<file path="config.mk">
export PLATFORM = sky130hd
export DESIGN_NAME = alu_cmd_ctrl
export DESIGN_NICKNAME = d
export VERILOG_FILES = /design/src/rtl/alu_cmd_ctrl.sv
export SDC_FILE = /design/constraint.sdc
export NUM_CORES = 1
export LEC_CHECK = 0
export BUFFER_PORTS_ARGS = -buffer_cell sky130_fd_sc_hd__buf_2
export CAP_MARGIN = 20
export CORE_ASPECT_RATIO = 0.75
export CORE_MARGIN = 2
export CORE_UTILIZATION = 35
export CTS_CLUSTER_DIAMETER = 120
export DETAILED_ROUTE_END_ITERATION = 8
export PLACE_DENSITY_LB_ADDON = 0.3
export RECOVER_POWER = 100
export SLEW_MARGIN = 0
export SYNTH_ARGS = -nofsm -noshare
export SYNTH_HDL_FRONTEND = slang
export SYNTH_SLANG_ARGS = --single-unit
</file>
<file path="constraint.sdc">
create_clock -name i_clk -period 5.35 [get_ports i_clk]
set_input_delay 1.07 -clock i_clk [delete_from_list [all_inputs] [get_ports i_clk]]
set_output_delay 1.07 -clock i_clk [all_outputs]
set_load 0.1 [all_outputs]
</file>
<file path="src/rtl/alu_cmd_ctrl.sv">
// Command-side ALU controller: parses a {sync|fun, A, B} byte frame, fires one ALU op,
// and returns the 16-bit result LSB-first over a valid/ready byte stream.
//
// state    | meaning
// IDLE     | waiting for a command byte with the sync nibble
// GET_A    | waiting for operand A (byte timeout armed)
// GET_B    | waiting for operand B (byte timeout armed)
// EXEC     | o_alu_en pulse, operands stable
// WAIT_RES | waiting for i_alu_valid (result timeout armed)
// SEND_LO  | offering result[7:0]
// SEND_HI  | offering result[15:8]
module alu_cmd_ctrl #(
    parameter int         OPER_WIDTH  = 8,
    parameter int         OUT_WIDTH   = 2*OPER_WIDTH,
    parameter logic [3:0] SYNC_NIB    = 4'hA,
    parameter int         TIMEOUT_CYC = 1024,
    parameter int         RES_TIMEOUT = 4
) (
    input  logic                  i_clk,
    input  logic                  i_rst,
    input  logic [7:0]            i_rx_data,
    input  logic                  i_rx_valid,
    output logic [OPER_WIDTH-1:0] o_alu_a,
    output logic [OPER_WIDTH-1:0] o_alu_b,
    output logic [3:0]            o_alu_fun,
    output logic                  o_alu_en,
    input  logic [OUT_WIDTH-1:0]  i_alu_out,
    input  logic                  i_alu_valid,
    output logic [7:0]            o_tx_data,
    output logic                  o_tx_valid,
    input  logic                  i_tx_ready,
    output logic                  o_busy,
    output logic                  o_frame_err,
    output logic                  o_overrun
);

    localparam int CNT_MAX = (TIMEOUT_CYC > RES_TIMEOUT) ? TIMEOUT_CYC : RES_TIMEOUT;
    localparam int CNT_W   = $clog2(CNT_MAX + 1);
    localparam logic [CNT_W-1:0] BYTE_LOAD = CNT_W'(TIMEOUT_CYC - 1);
    localparam logic [CNT_W-1:0] RES_LOAD  = CNT_W'(RES_TIMEOUT - 1);

    typedef enum logic [2:0] {
        S_IDLE, S_GET_A, S_GET_B, S_EXEC, S_WAIT_RES, S_SEND_LO, S_SEND_HI
    } state_t;

    state_t                  state, state_nx;
    logic [CNT_W-1:0]        cnt, cnt_nx;
    logic [OUT_WIDTH-1:0]    result, result_nx;
    logic [OPER_WIDTH-1:0]   a_nx, b_nx;
    logic [3:0]              fun_nx;
    logic [7:0]              tx_data_nx;
    logic                    en_nx, tx_valid_nx, busy_nx, err_nx, ovr_nx;

    always_ff @(posedge i_clk) begin
        if (i_rst) begin
            state       <= S_IDLE;
            cnt         <= '0;
            result      <= '0;
            o_alu_a     <= '0;
            o_alu_b     <= '0;
            o_alu_fun   <= '0;
            o_alu_en    <= 1'b0;
            o_tx_data   <= '0;
            o_tx_valid  <= 1'b0;
            o_busy      <= 1'b0;
            o_frame_err <= 1'b0;
            o_overrun   <= 1'b0;
        end else begin
            state       <= state_nx;
            cnt         <= cnt_nx;
            result      <= result_nx;
            o_alu_a     <= a_nx;
            o_alu_b     <= b_nx;
            o_alu_fun   <= fun_nx;
            o_alu_en    <= en_nx;
            o_tx_data   <= tx_data_nx;
            o_tx_valid  <= tx_valid_nx;
            o_busy      <= busy_nx;
            o_frame_err <= err_nx;
            o_overrun   <= ovr_nx;
        end
    end

    always_comb begin
        state_nx   = state;
        cnt_nx     = cnt;
        result_nx  = result;
        a_nx       = o_alu_a;
        b_nx       = o_alu_b;
        fun_nx     = o_alu_fun;
        tx_data_nx = o_tx_data;
        en_nx      = 1'b0;
        err_nx     = 1'b0;
        ovr_nx     = 1'b0;

        case (state)
            S_IDLE: begin
                if (i_rx_valid) begin
                    if (i_rx_data[7:4] == SYNC_NIB) begin
                        fun_nx   = i_rx_data[3:0];
                        cnt_nx   = BYTE_LOAD;
                        state_nx = S_GET_A;
                    end else begin
                        err_nx = 1'b1;
                    end
                end
            end
            // A byte on the terminal-count cycle is still accepted.
            S_GET_A: begin
                if (i_rx_valid) begin
                    a_nx     = i_rx_data[OPER_WIDTH-1:0];
                    cnt_nx   = BYTE_LOAD;
                    state_nx = S_GET_B;
                end else if (cnt == '0) begin
                    err_nx   = 1'b1;
                    state_nx = S_IDLE;
                end else begin
                    cnt_nx = cnt - CNT_W'(1);
                end
            end
            S_GET_B: begin
                if (i_rx_valid) begin
                    b_nx     = i_rx_data[OPER_WIDTH-1:0];
                    en_nx    = 1'b1;
                    state_nx = S_EXEC;
                end else if (cnt == '0) begin
                    err_nx   = 1'b1;
                    state_nx = S_IDLE;
                end else begin
                    cnt_nx = cnt - CNT_W'(1);
                end
            end
            S_EXEC: begin
                ovr_nx   = i_rx_valid;
                cnt_nx   = RES_LOAD;
                state_nx = S_WAIT_RES;
            end
            S_WAIT_RES: begin
                ovr_nx = i_rx_valid;
                if (i_alu_valid) begin
                    result_nx  = i_alu_out;
                    tx_data_nx = i_alu_out[7:0];
                    state_nx   = S_SEND_LO;
                end else if (cnt == '0) begin
                    err_nx   = 1'b1;
                    state_nx = S_IDLE;
                end else begin
                    cnt_nx = cnt - CNT_W'(1);
                end
            end
            S_SEND_LO: begin
                ovr_nx = i_rx_valid;
                if (i_tx_ready) begin
                    tx_data_nx = result[OUT_WIDTH-1:OPER_WIDTH];
                    state_nx   = S_SEND_HI;
                end
            end
            S_SEND_HI: begin
                ovr_nx = i_rx_valid;
                if (i_tx_ready) begin
                    state_nx = S_IDLE;
                end
            end
            default: state_nx = S_IDLE;
        endcase

        tx_valid_nx = (state_nx == S_SEND_LO) || (state_nx == S_SEND_HI);
        busy_nx     = (state_nx != S_IDLE);
    end

endmodule

</file>
==> run_results.csv, run 1 <==
group,metric,value,unit
sta,fin_worst_skew,6.72,ps
clock_network,root_buffer,"clkbuf_8",
power_and_ir_drop,clkPwrFrac,0.324,
floorplan,core-area,7300,µm²
clock_network,cts_sinks,55,
setup_path,cp_max_fo,46,
setup_path,r2r_slack,2960,ps
route,drtIter0Drc,118,
route,wire_per_inst,13.2,µm
clock_network,path_clk_slew,100,ps
global_route,grt.busiest_layer,"met2",
setup_path,critical_path_arrival,3130,ps
placement,pre_cts_slack,2470,ps
sta,slew_headroom,-0.372,
sta,period_share,0.552,
sta,worst_slew_pin_slew,2060,ps
setup_path,cp_slowest_cell,"clkbuf_1",
sta,clock.fmax,0.339,GHz
setup_path,path_delay_family,"buffers and inverters",
setup_path,required,5530,ps
clock_network,post_cts_buffers,0,
layout,seq_area,1100,µm²
setup_path,cp-end-kind,"flip-flop",
global_route,grt_first_pass_wirelength,10400,µm
setup_path,r2r-start,"state[2]",
yosys,yosysTopAreaCell,"dfxtp_1",
global_route,gr-total-overflow,0,
route,dr.pass1.iters,4,
yosys,async_reset_ff_frac,0,
power_and_ir_drop,p_sw,211,µW
setup_path,path_class,"input port to flip-flop",
sta,fin_crit,2950,ps
yosys,synthCells,311,
setup_path,path_buf_inv,1,
power_and_ir_drop,ir_worst_vdd,0.115,mV
yosys,synth_seq_cells,55,
worst_hold_path,hold_class,"flip-flop to flip-flop",
floorplan,rows,27,
yosys,synth_area,2620,µm²
sta,setup_viol,0,
layout,area_growth,14.1,%
power_and_ir_drop,comb_power_share,0.124,
setup_path,max_stage_delay,1430,ps
setup_path,critical_path.startpoint,"i_rst",
placement,globalplace.congestion,0.867,
yosys,synth.avg_cell_area,8.41,µm²
yosys,netlist.area_leader.share,0.421,
power_and_ir_drop,leakage,1.11,nW
yosys,syn-num-nets,341,
placement,place_area,2930,µm²
yosys,synth_edf_count,0,
setup_path,start_kind,"input port",
global_route,grt_start_max_net_pins,47,
layout,fin_area,2980,µm²
floorplan,start_util,0.358,
floorplan,die_w,104,µm
global_route,grt_use_met1,0.221,
floorplan,die_h,78.9,µm
yosys,ys_seq_area_frac,0.421,
flow_run,drv_cap,1,
route,remaining_drc_errors,0,
sta,drv_slew,47,
yosys,ys.flop_type,"dfxtp_1",
power_and_ir_drop,powerDensity,256,nW/µm²
placement,place_hpwl,4360,µm
floorplan,pin_count,62,
power_and_ir_drop,p_int,554,µW
route,ant_nets,0,
global_route,antenna_found_initial,0,
worst_hold_path,min_path_cells,2,
power_and_ir_drop,swShare,0.275,
placement,portBuffers,61,
yosys,yosys_warnings,0,
sta,rsz0062_at_grt,"no",
setup_path,worstPathCellList,"clkbuf_1, o21bai_1, nor3_1",
setup_path,path_depth,3,
layout,multi_input_area,1370,µm²
clock_network,cts_buffer_depth,2,
sta,tns,0,ps
sta,hold_violations,0,
global_route,grt_pass1_vias,2185,
sta,finalWorstSetupSlack,2400,ps
clock_network,cts-buffers-inserted,5,
clock_network,cts_tree,"done",
setup_path,endpoint,"cnt[7]",
route,routed_via_density,4.97,
layout,fill_cells,799,
global_route,track_usage,0.152,
setup_path,r2r_end,"cnt[0]",
power_and_ir_drop,seqPwrFrac,0.552,
status,violations,"max-capacitance violations, max-slew violations",
clock_network,postCtsHoldBufs,0,
route,wirelength,6170,µm
global_route,met2_usage,0.231,
floorplan,dieArea,8190,µm²
yosys,synth_area_leaders,"dfxtp_1, a21oi_1, nand2_1",
status,status,"finished, violations left",
layout,final_cells,467,
layout,drive_gt1_frac,0.139,
global_route,use_met3,0.0353,
clock_network,cts-resized-gates,0,
placement,place_inst,459,
setup_path,worst_r2r_path_depth,4,
route,vias,2323,
clock_network,htreeDepth,2,
layout,fin_nets,395,
clock_network,worstSkewPairLatency,300,ps
yosys,ys_types,55,
layout,insertedDiodeCount,0,
[worst min path at each step]
stage | startpoint | endpoint | slack, ps
4_1_cts | o_alu_b[0] | o_alu_b[0] | 460
5_1_grt | o_alu_b[6] | o_alu_b[6] | 480
3_3_place_gp | o_alu_b[4] | o_alu_b[4] | 440
2_1_floorplan | result[10] | result[10] | 440
3_5_place_dp | o_alu_a[5] | o_alu_a[5] | 450
6_report | o_alu_b[0] | o_alu_b[0] | 460
[through the flow]
step | hold WS, ps | power (mW) | utilization
finish | 461 | 0.764 | 0.409
global route | 478 | 0.802 | 0.409
CTS | 462 | 0.774 | 0.415
detailed placement | 447 | 0.527 | 0.402
global placement | 441 | 0.527 | 0.401
floorplan | 436 | 0.500 | -
[logic make-up (layout without fill, tap and decap cells)]
family                     Yosys count  after routing  synth area share
xor gates and xnor gates             2              2           0.00957
and+or+nand+nor                    141            141             0.275
DFF                                 55             55             0.421
buffers and inverters               20             75            0.0555
adders and majority gates            1              1           0.00478
AOI/OAI and AO/OA                   80             80             0.189
muxes                               12             12            0.0459
[flip-flops by register name (all words and copies together) (netlist names)]
signal and count:
cnt 11, o_alu_a 8, o_alu_b 8, o_tx_data 8, result 8, o_alu_fun 4
state 3, o_alu_en 1, o_busy 1, o_frame_err 1, o_overrun 1, o_tx_valid 1
[final cells by class]
cell class	count	share of cell area
clock buffers	6	0.0277
clock inverters	2	0.00545
inverters	4	0.00503
multi-input cells	236	0.458
flip-flops and latches	55	0.369
well taps	101	0.0424
repair buffers	63	0.0927
[cells in the final DEF, fill, tap and decap left out, drive strengths merged, types with 3 or more instances in the layout]
| cell type | instances |
|---|---|
| a211oi | 6 |
| a21oi | 47 |
| buf | 28 |
| clkbuf | 41 |
| dfxtp | 55 |
| inv | 4 |
| mux2i | 12 |
| nand2 | 60 |
| nand2b | 4 |
| nand3 | 6 |
| nand3b | 3 |
| nor2 | 33 |
| nor2b | 3 |
| nor3 | 8 |
| nor3b | 4 |
| o21ai | 9 |
| o31ai | 3 |
| o41ai | 3 |
[layer usage]
layer  vias up  share of wire
met3         2          0.058
met4         0         0.0028
met2        51           0.42
met1      1073           0.52
li1       1197              -
met5         -              0
[power groups by stage]
stage | clock network, mW | registers, mW | logic, mW
global placement | 0 | 0.431 | 0.0962
CTS | 0.257 | 0.422 | 0.0956
detailed placement | 0 | 0.431 | 0.0954
floorplan | 0 | 0.442 | 0.0575
global route | 0.276 | 0.423 | 0.104
finish | 0.248 | 0.422 | 0.0949
[worst register-to-register path, stage by stage, from the launching register on]
cell and delay, ps:
dfxtp_1 870, or4b_4 590, nand3_1 370, and3_1 270, a211oi_1 80
[synth_stat cells (all sizes together) (2+ instances only)]
cell	count
dfxtp	55
clkbuf	7
nor2	33
o31ai	3
or3	2
nor3b	4
nand2	60
inv	4
nor3	8
o41ai	3
or2b	2
mux2i	12
buf	9
nand3b	3
or4b	2
a21oi	47
and2	2
nor4bb	2
a211oi	6
or3b	2
o21ai	9
and3	2
nand2b	4
nand3	6
nor2b	3
Note: power is estimated with default switching activity, not from simulation.
==> run 2: changes to the inputs <==
- clock period: 5.35 -> 3 ns (I/O delays scaled with it)
==> run_results.csv, run 2 (same netlist as run 1, synthesis figures left out) <==
group,metric,value,unit
layout,final_cell_mix,"nand2_1, dfxtp_1, a21oi_1",
layout,fill_cells,825,
power_and_ir_drop,p_sw,362,µW
route,vias,2372,
status,status,"completed",
floorplan,die_h,78.9,µm
route,dr.pass1.iters,4,
power_and_ir_drop,leakage,1.10,nW
sta,slew_headroom,0.216,
global_route,grt_start_max_net_pins,36,
placement,place_hpwl,4570,µm
global_route,gr-total-overflow,0,
setup_path,cp-end-kind,"flip-flop",
layout,largest-register,"cnt",
sta,fin_worst_skew,6.82,ps
clock_network,htreeDepth,2,
sta,hold_violations,0,
floorplan,rows,27,
placement,globalplace.congestion,0.810,
global_route,grt_first_pass_wirelength,10400,µm
flow_run,drv_cap,0,
power_and_ir_drop,powerDensity,447,nW/µm²
clock_network,cts_sinks,55,
global_route,track_usage,0.154,
layout,final_common_cell,"nand2_1",
sta,worst_slew_pin_slew,1180,ps
sta,fin_crit,2420,ps
layout,area_growth,12.8,%
route,wire_per_inst,13.3,µm
setup_path,critical_path_arrival,2650,ps
clock_network,postCtsHoldBufs,0,
global_route,grt_use_met1,0.225,
route,remaining_drc_errors,0,
power_and_ir_drop,p_int,957,µW
power_and_ir_drop,ir_worst_vdd,0.211,mV
layout,drive_gt1_frac,0.127,
route,wirelength,6270,µm
clock_network,cts_tree,"done",
setup_path,path_class,"flip-flop to flip-flop",
clock_network,post_cts_buffers,0,
power_and_ir_drop,clkPwrFrac,0.306,
layout,fin_nets,398,
global_route,use_met3,0.0386,
clock_network,path_clk_slew,100,ps
clock_network,cts-buffers-inserted,5,
setup_path,cp_max_fo,6,
floorplan,dieArea,8190,µm²
clock_network,cts-resized-gates,0,
clock_network,cts_buffer_depth,2,
power_and_ir_drop,swShare,0.274,
floorplan,die_w,104,µm
floorplan,core-area,7300,µm²
layout,insertedDiodeCount,0,
global_route,grt_pass1_vias,2177,
floorplan,start_util,0.358,
power_and_ir_drop,seqPwrFrac,0.570,
sta,drv_slew,0,
sta,rsz0062_at_grt,"no",
global_route,grt.busiest_layer,"met2",
setup_path,start_kind,"flip-flop",
clock_network,worstSkewPairLatency,310,ps
setup_path,required,3230,ps
placement,place_inst,462,
route,routed_via_density,5.05,
worst_hold_path,hold_class,"flip-flop to flip-flop",
global_route,met2_usage,0.232,
layout,final_cells,470,
power_and_ir_drop,comb_power_share,0.124,
setup_path,r2r_slack,580,ps
floorplan,pin_count,62,
route,drtIter0Drc,114,
sta,clock.fmax,0.413,GHz
layout,largest_reg_flops,11,
sta,tns,0,ps
global_route,antenna_found_initial,0,
route,ant_nets,0,
power_and_ir_drop,total_power,1.32,mW
placement,portBuffers,61,
sta,setup_viol,0,
sta,period_share,0.807,
clock_network,root_buffer,"clkbuf_8",
## run 2: final timing paths
check | from | endpoint | cells after the start
max | cnt[0] | cnt[5] | 7
min | o_alu_b[2] | o_alu_b[2] | 2
max reg2reg | cnt[0] | cnt[5] | 7
min reg2reg | o_alu_b[2] | o_alu_b[2] | 2
## run 2: metal layers
layer | vias up | share of wire
li1 | 1211 | -
met1 | 1093 | 0.50
met2 | 66 | 0.43
met3 | 2 | 0.072
met4 | 0 | 0.0046
met5 | - | 0
## run 2: power by group through the flow
stage	Clock, mW	Combinational [mW]	Sequential, mW
2_1_floorplan	0	0.102	0.789
3_3_place_gp	0	0.173	0.768
3_5_place_dp	0	0.174	0.769
4_1_cts	0.416	0.175	0.752
5_1_grt	0.447	0.180	0.754
6_report	0.404	0.164	0.752
## run 2: critical path, cell delays in order, from the launching register on
cell and delay (ps):
dfxtp_1 360, inv_1 70, ha_1 230, or4b_1 500, nor3_1 600, nor2_1 210, and4b_1 250, nor3_1 130
## run 2: final cells by class
type | instances | area, µm² | share of cell area
multi-input cells | 236 | 1330 | 0.450
flip-flops and latches | 55 | 1100 | 0.373
repair buffers | 66 | 297 | 0.101
well taps | 101 | 126 | 0.0428
clock buffers | 6 | 72.6 | 0.0246
inverters | 4 | 15.0 | 0.00509
clock inverters | 2 | 12.5 | 0.00424
## run 2: metrics by stage
stage	hold WS (ps)	util	setup WS, ps	instance area [µm²]
after floorplan	436	-	1060	2620
after global placement	441	0.405	769	2950
after detailed placement	446	0.405	638	2950
after CTS	460	0.416	877	3040
after global routing	477	0.404	391	2950
final	461	0.404	580	2950
==> run 3: changes to the inputs <==
- clock period: 3 -> 2.1 ns (I/O delays scaled with it)
==> run_results.csv, run 3 (same netlist as run 1, synthesis figures left out) <==
group,metric,value,unit
setup_path,cp_max_fo,6,
floorplan,dieArea,8190,µm²
power_and_ir_drop,swShare,0.270,
setup_path,r2r-start,"cnt[0]",
setup_path,worst_r2r_path_depth,7,
power_and_ir_drop,ir_worst_vdd,0.284,mV
global_route,grt_first_pass_wirelength,10400,µm
placement,pre_cts_slack,154,ps
clock_network,cts_sinks,55,
sta,slew_headroom,0.627,
power_and_ir_drop,seqPwrFrac,0.560,
setup_path,critical_path_arrival,2190,ps
layout,area_growth,20.9,%
worst_hold_path,hold_class,"input port to flip-flop",
route,ant_nets,0,
route,routed_via_density,5.01,
sta,worst_slew_pin_slew,561,ps
setup_path,worstPathCellList,"inv_1, ha_4, or4b_4, o41ai_2, o221ai_1, and2_4, and2_4",
layout,fin_nets,414,
global_route,met2_usage,0.231,
sta,hold_violations,0,
route,drtIter0Drc,150,
layout,largest-register,"cnt",
placement,place_hpwl,4900,µm
sta,fin_crit,1980,ps
route,dr.pass1.iters,4,
worst_hold_path,hp-start,"i_alu_out[9]",
sta,clock.fmax,0.505,GHz
clock_network,path_clk_slew,100,ps
setup_path,path_delay_family,"simple AND/OR/NAND/NOR gates",
power_and_ir_drop,powerDensity,606,nW/µm²
layout,insertedDiodeCount,0,
setup_path,path_depth,7,
floorplan,rows,27,
power_and_ir_drop,comb_power_share,0.146,
power_and_ir_drop,total_power,1.92,mW
setup_path,path_buf_inv,1,
layout,fin_util,0.433,
status,status,"completed",
layout,final_cell_mix,"nand2_1, dfxtp_1, a21oi_1",
floorplan,die_w,104,µm
global_route,use_met3,0.0353,
global_route,antenna_found_initial,0,
setup_path,cp_slowest_cell,"or4b_4",
clock_network,cts_buffer_depth,2,
floorplan,core-area,7300,µm²
global_route,track_usage,0.154,
worst_hold_path,min_path_cells,3,
layout,drive_gt1_frac,0.255,
sta,rsz0062_at_grt,"no",
power_and_ir_drop,p_sw,517,µW
route,vias,2434,
clock_network,cts-buffers-inserted,5,
floorplan,start_util,0.358,
clock_network,root_buffer,"clkbuf_8",
global_route,gr-total-overflow,0,
global_route,grt_use_met1,0.225,
sta,fin_worst_skew,5.30,ps
flow_run,drv_cap,0,
placement,globalplace.congestion,0.905,
route,wire_per_inst,13.2,µm
layout,largest_reg_flops,11,
sta,period_share,0.943,
sta,drv_slew,0,
global_route,grt.busiest_layer,"met2",
power_and_ir_drop,leakage,1.32,nW
setup_path,path_class,"flip-flop to flip-flop",
setup_path,max_stage_delay,490,ps
clock_network,postCtsHoldBufs,0,
sta,finalWorstSetupSlack,119,ps
power_and_ir_drop,clkPwrFrac,0.294,
placement,portBuffers,61,
sta,setup_viol,0,
setup_path,critical_path.startpoint,"cnt[0]",
setup_path,cp-end-kind,"flip-flop",
setup_path,required,2310,ps
clock_network,cts_tree,"done",
clock_network,worstSkewPairLatency,300,ps
floorplan,die_h,78.9,µm
power_and_ir_drop,p_int,1.40,mW
route,wirelength,6430,µm
floorplan,pin_count,62,
global_route,grt_start_max_net_pins,30,
sta,tns,0,ps
setup_path,cpMostUsedCell,"and2_4",
setup_path,start_kind,"flip-flop",
layout,final_common_cell,"nand2_1",
route,remaining_drc_errors,0,
global_route,grt_pass1_vias,2177,
clock_network,htreeDepth,2,
run 3: cell types whose count changed in the layout (fill, tap and decap cells not counted), sizes merged:
| cell | before | now |
|---|---|---|
| clkbuf | 41 | 46 |
| buf | 31 | 42 |
run 3: path summary, 6_finish.rpt:
| check | end | slack [ps] |
|---|---|---|
| worst min-delay path | result[9] | 350 |
| worst min register to register | result[10] | 460 |
| worst max register to register | o_tx_valid | 120 |
| worst max-delay path | o_tx_valid | 120 |
run 3: per-layer routing:
layer  part of all wire  vias up
li1                   -     1239
met1               0.52     1136
met2               0.42       55
met3              0.049        4
met4             0.0068        0
met5                  0        -
run 3: timing repair:
| item | CTS | global route |
|---|---|---|
| hold endpoints to repair | 0 | 0 |
| resized for setup | 0 | 5 |
| buffers inserted | 0 | 1 |
| setup endpoints to repair | 0 | 3 |
run 3: final cells by class:
class / instances / area, µm²
timing repair buffer: 82 / 437
fill: 781 / 4140
sequential: 55 / 1100
tap: 101 / 126
inverter: 4 / 15.0
multi-input combinational: 236 / 1400
clock buffer: 6 / 72.6
clock inverter: 2 / 12.5
run 3: worst min-delay path: stages:
cell and delay, ps:
buf_2 90, nand2_1 40, a21oi_1 50
run 3: metrics by stage:
stage | hold WS [ps] | cells | area [µm²]
finish | 346 | 486 | 3160
global route | 343 | 486 | 3160
CTS | 340 | 485 | 3150
detailed placement | 444 | 477 | 3070
global placement | 441 | 477 | 3070
floorplan | 436 | 311 | 2620
run 3: power by group through the flow:
stage | sequential, mW | combinational [mW] | clock [mW]
after floorplan | 1.13 | 0.146 | 0
after global placement | 1.10 | 0.258 | 0
after detailed placement | 1.10 | 0.260 | 0
after CTS | 1.07 | 0.262 | 0.588
after global routing | 1.08 | 0.306 | 0.618
final | 1.07 | 0.279 | 0.563
